===== config.mk =====
export PLATFORM = sky130hd
export DESIGN_NAME = unsigned_divider_seq_64
export DESIGN_NICKNAME = d
export VERILOG_FILES = /design/src/rtl/div_pkg.sv /design/src/rtl/div_restoring_step.sv /design/src/rtl/unsigned_divider_seq_64.sv
export SDC_FILE = /design/constraint.sdc
export NUM_CORES = 1
export LEC_CHECK = 0
export CAP_MARGIN = 5
export CORE_ASPECT_RATIO = 1.25
export CORE_MARGIN = 5
export CORE_UTILIZATION = 52
export DETAILED_ROUTE_END_ITERATION = 8
export HOLD_SLACK_MARGIN = 0.12
export PLACE_DENSITY = 0.82
export SYNTH_ARGS = -nofsm -noshare
export SYNTH_HDL_FRONTEND = slang
export SYNTH_SLANG_ARGS = --single-unit

===== constraint.sdc =====
create_clock -name clk -period 3.4 [get_ports clk]
set_input_delay 0.68 -clock clk [delete_from_list [all_inputs] [get_ports clk]]
set_output_delay 0.68 -clock clk [all_outputs]
set_load 0.005 [all_outputs]

===== src/rtl/div_pkg.sv =====
// rtl/div_pkg.sv - shared types and constants for the sequential unsigned divider
package div_pkg;

   localparam int DIV_WIDTH = 64;
   localparam int DIV_CNT_W = $clog2(DIV_WIDTH + 1);

   typedef enum logic [1:0] {
      IDLE = 2'd0,
      RUN  = 2'd1,
      DONE = 2'd2
   } state_t;

endpackage


===== src/rtl/div_restoring_step.sv =====
// rtl/div_restoring_step.sv - one combinational radix-2 restoring divide iteration
module div_restoring_step #(
   parameter int WIDTH = 64
) (
   input  logic [WIDTH-1:0] rem_in,
   input  logic             q_msb,
   input  logic [WIDTH-1:0] divisor,
   output logic [WIDTH-1:0] rem_out,
   output logic             q_bit
);

   // The shifted partial remainder needs one extra bit; once restored it is
   // always below the divisor, so the result fits back into WIDTH bits.
   logic [WIDTH:0] shifted;

   assign shifted = {rem_in, q_msb};
   assign q_bit   = (shifted >= {1'b0, divisor});
   assign rem_out = q_bit ? WIDTH'(shifted - {1'b0, divisor}) : shifted[WIDTH-1:0];

endmodule


===== src/rtl/unsigned_divider_seq_64.sv =====
// rtl/unsigned_divider_seq_64.sv - sequential restoring divider, one quotient bit per clock; optional DIV_ZERO_EARLY_EN
module unsigned_divider_seq_64
   import div_pkg::*;
#(
   parameter int WIDTH = DIV_WIDTH
) (
   input  logic             clk,
   input  logic             rst,
   input  logic             in_valid,
   output logic             in_ready,
   input  logic [WIDTH-1:0] dividend,
   input  logic [WIDTH-1:0] divisor,
   output logic             out_valid,
   input  logic             out_ready,
   output logic [WIDTH-1:0] quotient,
   output logic [WIDTH-1:0] remainder,
   output logic             div_zero
);

   localparam int CW = $clog2(WIDTH + 1);

   state_t           state;
   state_t           state_nxt;
   logic [WIDTH-1:0] q_reg;
   logic [WIDTH-1:0] r_reg;
   logic [WIDTH-1:0] d_reg;
   logic [CW-1:0]    cnt;
   logic [WIDTH-1:0] step_rem;
   logic             step_q;
   logic             accept;

   assign in_ready  = (state == IDLE);
   assign out_valid = (state == DONE);
   assign accept    = in_valid && in_ready;
   assign quotient  = q_reg;
   assign remainder = r_reg;

   div_restoring_step #(.WIDTH(WIDTH)) u_step (
      .rem_in  (r_reg),
      .q_msb   (q_reg[WIDTH-1]),
      .divisor (d_reg),
      .rem_out (step_rem),
      .q_bit   (step_q)
   );

   // State register
   always_ff @(posedge clk) begin
      if (rst)
         state <= IDLE;
      else
         state <= state_nxt;
   end

   // Next-state: RUN spends one extra cycle at cnt==0 before DONE, giving WIDTH+1 latency
   always_comb begin
      state_nxt = state;
      case (state)
         IDLE: begin
            if (accept) begin
`ifdef DIV_ZERO_EARLY_EN
               if (divisor == '0)
                  state_nxt = DONE;
               else
                  state_nxt = RUN;
`else
               state_nxt = RUN;
`endif
            end
         end
         RUN: begin
            if (cnt == '0)
               state_nxt = DONE;
         end
         DONE: begin
            if (out_ready)
               state_nxt = IDLE;
         end
         default: state_nxt = IDLE;
      endcase
   end

   // Datapath: load operands on accept, then one restoring iteration per RUN cycle
   always_ff @(posedge clk) begin
      if (rst) begin
         q_reg <= '0;
         r_reg <= '0;
         d_reg <= '0;
         cnt   <= '0;
      end else if (accept) begin
         d_reg <= divisor;
         q_reg <= dividend;
         r_reg <= '0;
         cnt   <= CW'(WIDTH);
`ifdef DIV_ZERO_EARLY_EN
         if (divisor == '0) begin
            q_reg <= '1;
            r_reg <= dividend;
            cnt   <= '0;
         end
`endif
      end else if (state == RUN && cnt != '0) begin
         r_reg <= step_rem;
         q_reg <= {q_reg[WIDTH-2:0], step_q};
         cnt   <= cnt - CW'(1);
      end
   end

`ifdef DIV_ZERO_EARLY_EN
   logic dz_reg;

   // Division-by-zero flag captured at acceptance, held through DONE
   always_ff @(posedge clk) begin
      if (rst)
         dz_reg <= 1'b0;
      else if (accept)
         dz_reg <= (divisor == '0);
   end

   assign div_zero = dz_reg;
`else
   assign div_zero = 1'b0;
`endif

endmodule


==> metrics, run 1 <==
worst r2r src=remainder[54]; non-filler instance count after layout=2139; Ant. Diodes=0; most frequent cells in the layout=272 x nand2_1, 260 x clkdlybuf4s50_1, 234 x a21oi_1; reg2reg setup slack=approximately 0.14 ns; CTS tree=done; IO buf count=261; die area=between 20000 and 30000 µm²; Period minus WS final=around 3.3 ns; grt ovf=0; Tightest Pin Transition=between 0.7 and 0.8 ns; top_reg_cell synth=dfxtp_1; status=finished, final reports clean; synthesis-to-finish area growth=32.0%; Top cell by count, worst path=a211oi_1; core box area=about 23000 µm²; most used routing layer=met2; Post-Synthesis Cell Area=12000 µm²; post-synthesis register bit count=201; sequential area share after synthesis=33.4%; Worst setup endpoint=remainder[59]; worst min path class=reg -> reg; syn_nets=1803; maxcap violations=0; vias in the first global route=roughly 13k; Worst Path Buf+Inv=1; global-route wire length before repair=roughly 63000 µm; placed cell count=2099; WL final=38900 µm; Synth Area in Simple Gates=roughly a fifth; Setup crit start=remainder[54]; crit path launch type=register; Leakage=around 6.5 nW; CP max FO=8; pwr dens=587 nW/µm²; XOR/XNOR share of the synthesized area=4.07%; Cells on Worst Hold Path=2; post-synthesis mux area share=1.52%; CP required=roughly 3.8 ns; Total Routing Usage GR=28.1%; syn avg cell area=7.50 µm²; Max VDD drop=338 µV; clock-pin slew on the worst setup and hold paths=0.06 ns; Final GP Congestion=0.991; Final Hold Fails=0; CTS Buf Count=22; Worst Setup End Kind=register; Adder-Cell Fraction of Synth Area=between 7 and 8%; final setup fails=0; Final HPWL DP=~28000 µm; met3 Usage GRT=around 8.2%; clock sinks=around 200; WS Path Type=reg -> reg; Synth Area in Compound Gates=28.3%; reg-to-reg endpoint=remainder[59]; largest net degree at the start of global routing=70; via count=12.6k; DRC=0; first-pass iteration count of the detailed router=5; Tcrit/Tclk final=approximately 96%; io pins=263; Total Nets Final=2038; skew final=0.00964 ns; crit-path leading delay family=simple AND/OR/NAND/NOR gates; critical path cell sequence=ha_1, and3_1, nand2_1, nor4_2, a221oi_2, or3b_1, a21oi_2, nor2_4, buf_4, a211oi_1, a211oi_1, a211oi_1; Unique masters post-synth=73; Multi-input gate area=7280 µm²; drt wl/cell=approximately 18 µm; M1 GR Usage=32.1%; Syn Inst Count=between 1.5k and 2k; Initial Util=52.6%; worst r2r path cells=12; DR vias/cell=5.90; final setup margin=~0.14 ns; fraction of registers with async set/reset=0%; Worst path depth=12; ratio of cells with drive above 1 in the final layout=approximately 7%; CP max stage cell=ha_1; Setup WS pre-CTS=0.0419 ns; Die H=180 µm; Warnings, synthesis=0; initial antenna violation count=1; Post-DRT Antenna Nets=0; Row Count=62; fmax=roughly 310 MHz; Critical Path AT=between 3 and 4 ns; register area=4020 µm²; 1st-iter DRT viols=about 870; Slew headroom=about half; commonest non-fill, non-tap cell in the layout=nand2_1; largest family of logic cells by synthesized area=compound AO/OA/AOI/OAI gates; CP max stage delay=approximately 0.44 ns; Root Buffer=clkbuf_16; final slew viol count=0; Layout fillers=1914; clock latency on the worst-skew pair=0.52 ns; Global Route met2 Usage=50.7%; CTS HTree Levels=1; chip width=146 µm; Post-synth EDFFs=0; Max clock buf depth=3
## logic make-up after synthesis
family,after synthesis
flops,201
compound gates,542
mux,18
other cells,1
buf+inv,195
fa+ha+maj,67
xor+xnor,56
simple gates,524
## synth_stat cells (5+ instances only)
master	instances	area share, %
nor4_1	6	0.31
nor3_1	32	1.3
a221oi_1	6	0.44
xnor2_1	31	2.3
buf_2	17	0.71
a21o_1	29	1.8
nand2b_1	11	0.57
nor2_1	117	3.6
a211oi_1	36	2.2
xor2_1	25	1.8
dfxtp_1	201	33
nand3_1	17	0.71
ha_1	66	6.9
o211ai_1	15	0.94
mux2i_1	16	1.3
nand2_1	273	8.5
o31ai_1	6	0.37
nand4_1	16	0.83
or3_1	7	0.36
o21bai_1	13	0.81
o21ai_0	67	2.8
a31oi_1	5	0.26
o22ai_1	5	0.26
a21oi_1	236	9.8
inv_1	84	2.6
buf_4	5	0.31
nor2b_1	7	0.36
a22oi_1	63	3.9
clkbuf_1	82	2.6
and3_1	15	0.78
o21a_1	6	0.37
## worst min-delay path by stage
stage	from	slack, ns	endpoint
after global routing	d_reg[62]	0.47	d_reg[62]
after global placement	d_reg[45]	0.44	d_reg[45]
after detailed placement	d_reg[3]	0.45	d_reg[3]
after CTS	d_reg[2]	0.46	d_reg[2]
final	d_reg[35]	0.46	d_reg[35]
after floorplan	d_reg[10]	0.44	d_reg[10]
## stage by stage
stage	util (%)	TNS [ns]	total power [W]	hold WS [ns]	area [µm²]
global route	69.4	-0.0462	0.00986	0.466	15900
floorplan	-	0	0.00536	0.436	12000
finish	69.4	0	0.00932	0.455	15900
global placement	65.7	0	0.00661	0.444	15000
CTS	69.0	0	0.00925	0.457	15800
detailed placement	65.7	0	0.00667	0.450	15000
## timing repair
action                                  4_1_cts  5_1_grt
gates resized for setup                       0       12
endpoints found under the setup margin        0       24
endpoints found under the hold margin         0        0
setup buffers                                 0        3
hold buffers                                  0        0
## power breakdown
group	leakage, nW	switching, W	internal (W)
clock network	0.368	0.000988	0.00156
registers	1.64	0.000176	0.00257
logic	4.44	0.00225	0.00178
total	6.45	0.00341	0.00591
## worst min-delay path, stage by stage (launching register included)
cell and delay (ns):
dfxtp_1 0.31, nand2_1 0.05, a21oi_1 0.05
## layout make-up
type,instances,area share (%)
Multi-Input combinational cell,1208,45.9
Sequential cell,201,25.3
Timing Repair Buffer,322,19.8
Clock buffer,33,4.17
Tap cell,288,2.27
Inverter,84,1.99
Clock inverter,3,0.567
## metal layers
metal  routed length (µm)  part of all wire [%]  vias up
met5                   11                 0.028        -
met1                15200                    39     5913
met3                 3470                   8.9       78
met2                19100                    49      500
li1                     -                     -     6126
met4                 1040                   2.7        2
Power figures use the tool's default switching activity.
==> inputs of run 2 (changes only) <==
--- a/config.mk
+++ b/config.mk
@@ -5,10 +5,11 @@
 export SDC_FILE = /design/constraint.sdc
 export NUM_CORES = 1
 export LEC_CHECK = 0
+export ABC_AREA = 1
 export CAP_MARGIN = 5
 export CORE_ASPECT_RATIO = 1.25
 export CORE_MARGIN = 5
-export CORE_UTILIZATION = 52
+export CORE_UTILIZATION = 54
 export DETAILED_ROUTE_END_ITERATION = 8
 export HOLD_SLACK_MARGIN = 0.12
 export PLACE_DENSITY = 0.82
==> metrics, run 2 <==
skew final=0.00682 ns (-0.00282 ns); clock-pin slew on the worst setup and hold paths=0.06 ns (about the same); sequential area share after synthesis=28.3% (-5.1 points); Worst Hold Endpoint=d_reg[42]; Period minus WS final=2.99 ns (-0.272 ns); fmax=335 MHz (+9.1%); Final GP Congestion=1.07 (+7.7%); Final HPWL DP=41800 µm (+48%); Slew headroom=48.4% (-1.9 points); Synth top cells by count=857 x nand2_1, 387 x inv_1, 218 x a21oi_1, 201 x dfxtp_1, 115 x nand3_1; WS Path Type=reg -> reg; core box area=26000 µm² (+14%); WL final=53500 µm (+38%); Worst Setup End Kind=register; global-route wire length before repair=83300 µm (+33%); CTS tree=done; # Post-CTS Setup Buffers=0 (unchanged); DR vias/cell=5.43 (-7.9%); count leader, synth=nand2_1; Post-synth EDFFs=0 (unchanged); Tightest Pin Transition=0.774 ns (+0.0291 ns); synthesis-to-finish area growth=23.9%; commonest non-fill, non-tap cell in the layout=nand2_1; met3 Usage GRT=6.54% (-1.6 points); final setup fails=0 (unchanged); Unique masters post-synth=38 (-48%); Setup WS pre-CTS=0.452 ns (+0.410 ns); ratio of cells with drive above 1 in the final layout=3.78% (-3.2 points); most used routing layer=met2; initial antenna violation count=0 (-1); pwr dens=381 nW/µm² (-35%); first-pass iteration count of the detailed router=5 (unchanged); clock latency on the worst-skew pair=0.51 ns (about the same); Cells on Worst Hold Path=2 (unchanged); die area=29700 µm² (+13%); Global Route met2 Usage=65.6% (+15 points); worst min path class=reg -> reg; reg-to-reg endpoint=remainder[2]; post-synthesis register bit count=201 (unchanged); io pins=263 (unchanged); syn avg cell area=6.00 µm² (-20%); final slew viol count=0 (unchanged); status=finished, final reports clean; Initial Util=54.7% (+2.1 points); hold_buf cts=0 (unchanged); Post-Synthesis Cell Area=14200 µm² (+18%); top cell type's share of synthesized area=28.3% (-5.1 points); reg2reg setup slack=0.41 ns (+0.27 ns); chip width=155 µm (+6.2%); via count=15.9k (+26%); Final Hold Fails=0 (unchanged); Syn Inst Count=2370 (+48%); CTS HTree Levels=1 (unchanged); Ant. Diodes=0 (unchanged); Root Buffer=clkbuf_16; drt wl/cell=18.2 µm (+0.25%); final setup margin=0.413 ns (+0.272 ns); fraction of registers with async set/reset=0% (unchanged); Row Count=66 (+6.5%); 1st-iter DRT viols=1005 (+16%); Post-DRT Antenna Nets=0 (unchanged); CP max FO=32 (+24); largest net degree at the start of global routing=67 (-4.3%); Total Nets Final=2781 (+36%); grt ovf=0 (unchanged); Max VDD drop=373 µV (+10%); Leakage=8.48 nW (+31%); M1 GR Usage=36.0% (+3.9 points); RSZ-0062 raised after global routing=no; DRC=0 (unchanged); PostCTS Resize Cnt=0 (unchanged); Yosys top cell by area=dfxtp_1; Warnings, synthesis=0 (unchanged); IO buf count=261 (unchanged); Max clock buf depth=3 (unchanged); CP required=3.78 ns (-0.05 ns); Total Routing Usage GR=35.1% (+7.0 points); worst r2r path cells=16 (+4); Hold Path Origin=d_reg[42]; most frequent cells in the layout=855 x nand2_1, 386 x inv_1, 260 x clkdlybuf4s50_1; top cells by area, synth=dfxtp_1 28%, nand2_1 23%, inv_1 10%, a21oi_1 7.7%, ha_1 5.8%; crit path launch type=register; vias in the first global route=16.2k (+29%); Die H=191 µm (+6.3%); maxcap violations=0 (unchanged); top_reg_cell synth=dfxtp_1; worst r2r src=d_reg[44]; Critical Path AT=3.36 ns (-0.33 ns); syn_nets=2569 (+42%); CTS Buf Count=21 (-4.5%); setup tns final=0 ns (unchanged); clock sinks=201 (unchanged); Tcrit/Tclk final=87.9% (-8.0 points); Layout fillers=2357 (+23%)
run 2: cell types whose count changed after synthesis, sizes merged, moves of 16 or more:
cell,before,now
mux2i,16,0
a211oi,39,0
nand3,17,116
nand2,273,871
inv,84,396
nand3b,2,58
clkbuf,84,56
a21oi,239,220
xor2,25,2
a31oi,5,31
a22oi,63,34
nor3,33,13
a21o,29,2
run 2: through the flow:
step / hold WS, ns / instance area [µm²] / utilization, % / cells / total power, W
6_report: 0.461 / 17600 / 67.8 / 2934 / 0.00672
5_1_grt: 0.479 / 17600 / 67.8 / 2934 / 0.00706
4_1_cts: 0.461 / 17600 / 67.8 / 2934 / 0.00672
3_5_place_dp: 0.453 / 17000 / 65.3 / 2899 / 0.00453
3_3_place_gp: 0.444 / 17000 / 65.3 / 2899 / 0.00449
2_1_floorplan: 0.433 / 14200 / - / 2370 / 0.00380
run 2: critical path, stage by stage, from the launching register on:
cell and delay [ns]:
dfxtp_1 0.33, inv_1 0.06, ha_1 0.45, nand2_1 0.16, inv_2 0.09, nand3_1 0.14, nor2_1 0.23, nand2_1 0.12
nor2_2 0.14, nand3_1 0.14, nand2_2 0.12, nor2_4 0.05, nand2_4 0.29, buf_12 0.24, o21ai_0 0.12, nand3_1 0.08
a21oi_1 0.07
run 2: cells by family (layout without fill, tap and decap cells):
logic type      count (synthesis)  count (layout)  share of synthesized area [%]
buf+inv                       487             711                           13.7
other cells                     1               1                         0.0264
simple gates                 1206            1206                           35.8
compound gates                378             378                           14.4
fa+ha+maj                      67              67                           5.95
flops                         201             201                           28.3
xor+xnor                       30              30                           1.85
run 2: how the worst max path moves through the flow:
| stage | from | to | cells past startpoint |
|---|---|---|---|
| floorplan | remainder[23] | remainder[56] | 16 |
| global route | d_reg[44] | remainder[46] | 16 |
| CTS | d_reg[44] | remainder[42] | 16 |
| detailed placement | d_reg[44] | remainder[42] | 16 |
| finish | d_reg[44] | remainder[2] | 16 |
| global placement | remainder[43] | remainder[2] | 15 |
run 2: cell type report:
| class | count | area [µm²] | area share (%) |
|---|---|---|---|
| tap | 340 | 425 | 2.41 |
| sequential | 201 | 4020 | 22.8 |
| timing repair buffer | 279 | 2780 | 15.8 |
| clock buffer | 29 | 606 | 3.44 |
| inverter | 397 | 1490 | 8.47 |
| clock inverter | 6 | 32.5 | 0.185 |
| multi-input combinational | 1682 | 8270 | 46.9 |
run 2: per-layer routing:
| layer | wire length [µm] | up-vias | part of all wire, % |
|---|---|---|---|
| met5 | 0 | - | 0 |
| met4 | 3590 | 0 | 6.7 |
| met3 | 3540 | 179 | 6.6 |
| met2 | 27200 | 632 | 51 |
| met1 | 19200 | 7277 | 36 |
| li1 | - | 7855 | - |
run 2: power by group:
group | switching [W] | leakage (nW) | total [W] | internal [W]
clock network | 0.000968 | 0.318 | 0.00220 | 0.00124
logic | 0.00123 | 6.52 | 0.00191 | 0.000683
registers | 0.0000939 | 1.64 | 0.00261 | 0.00252
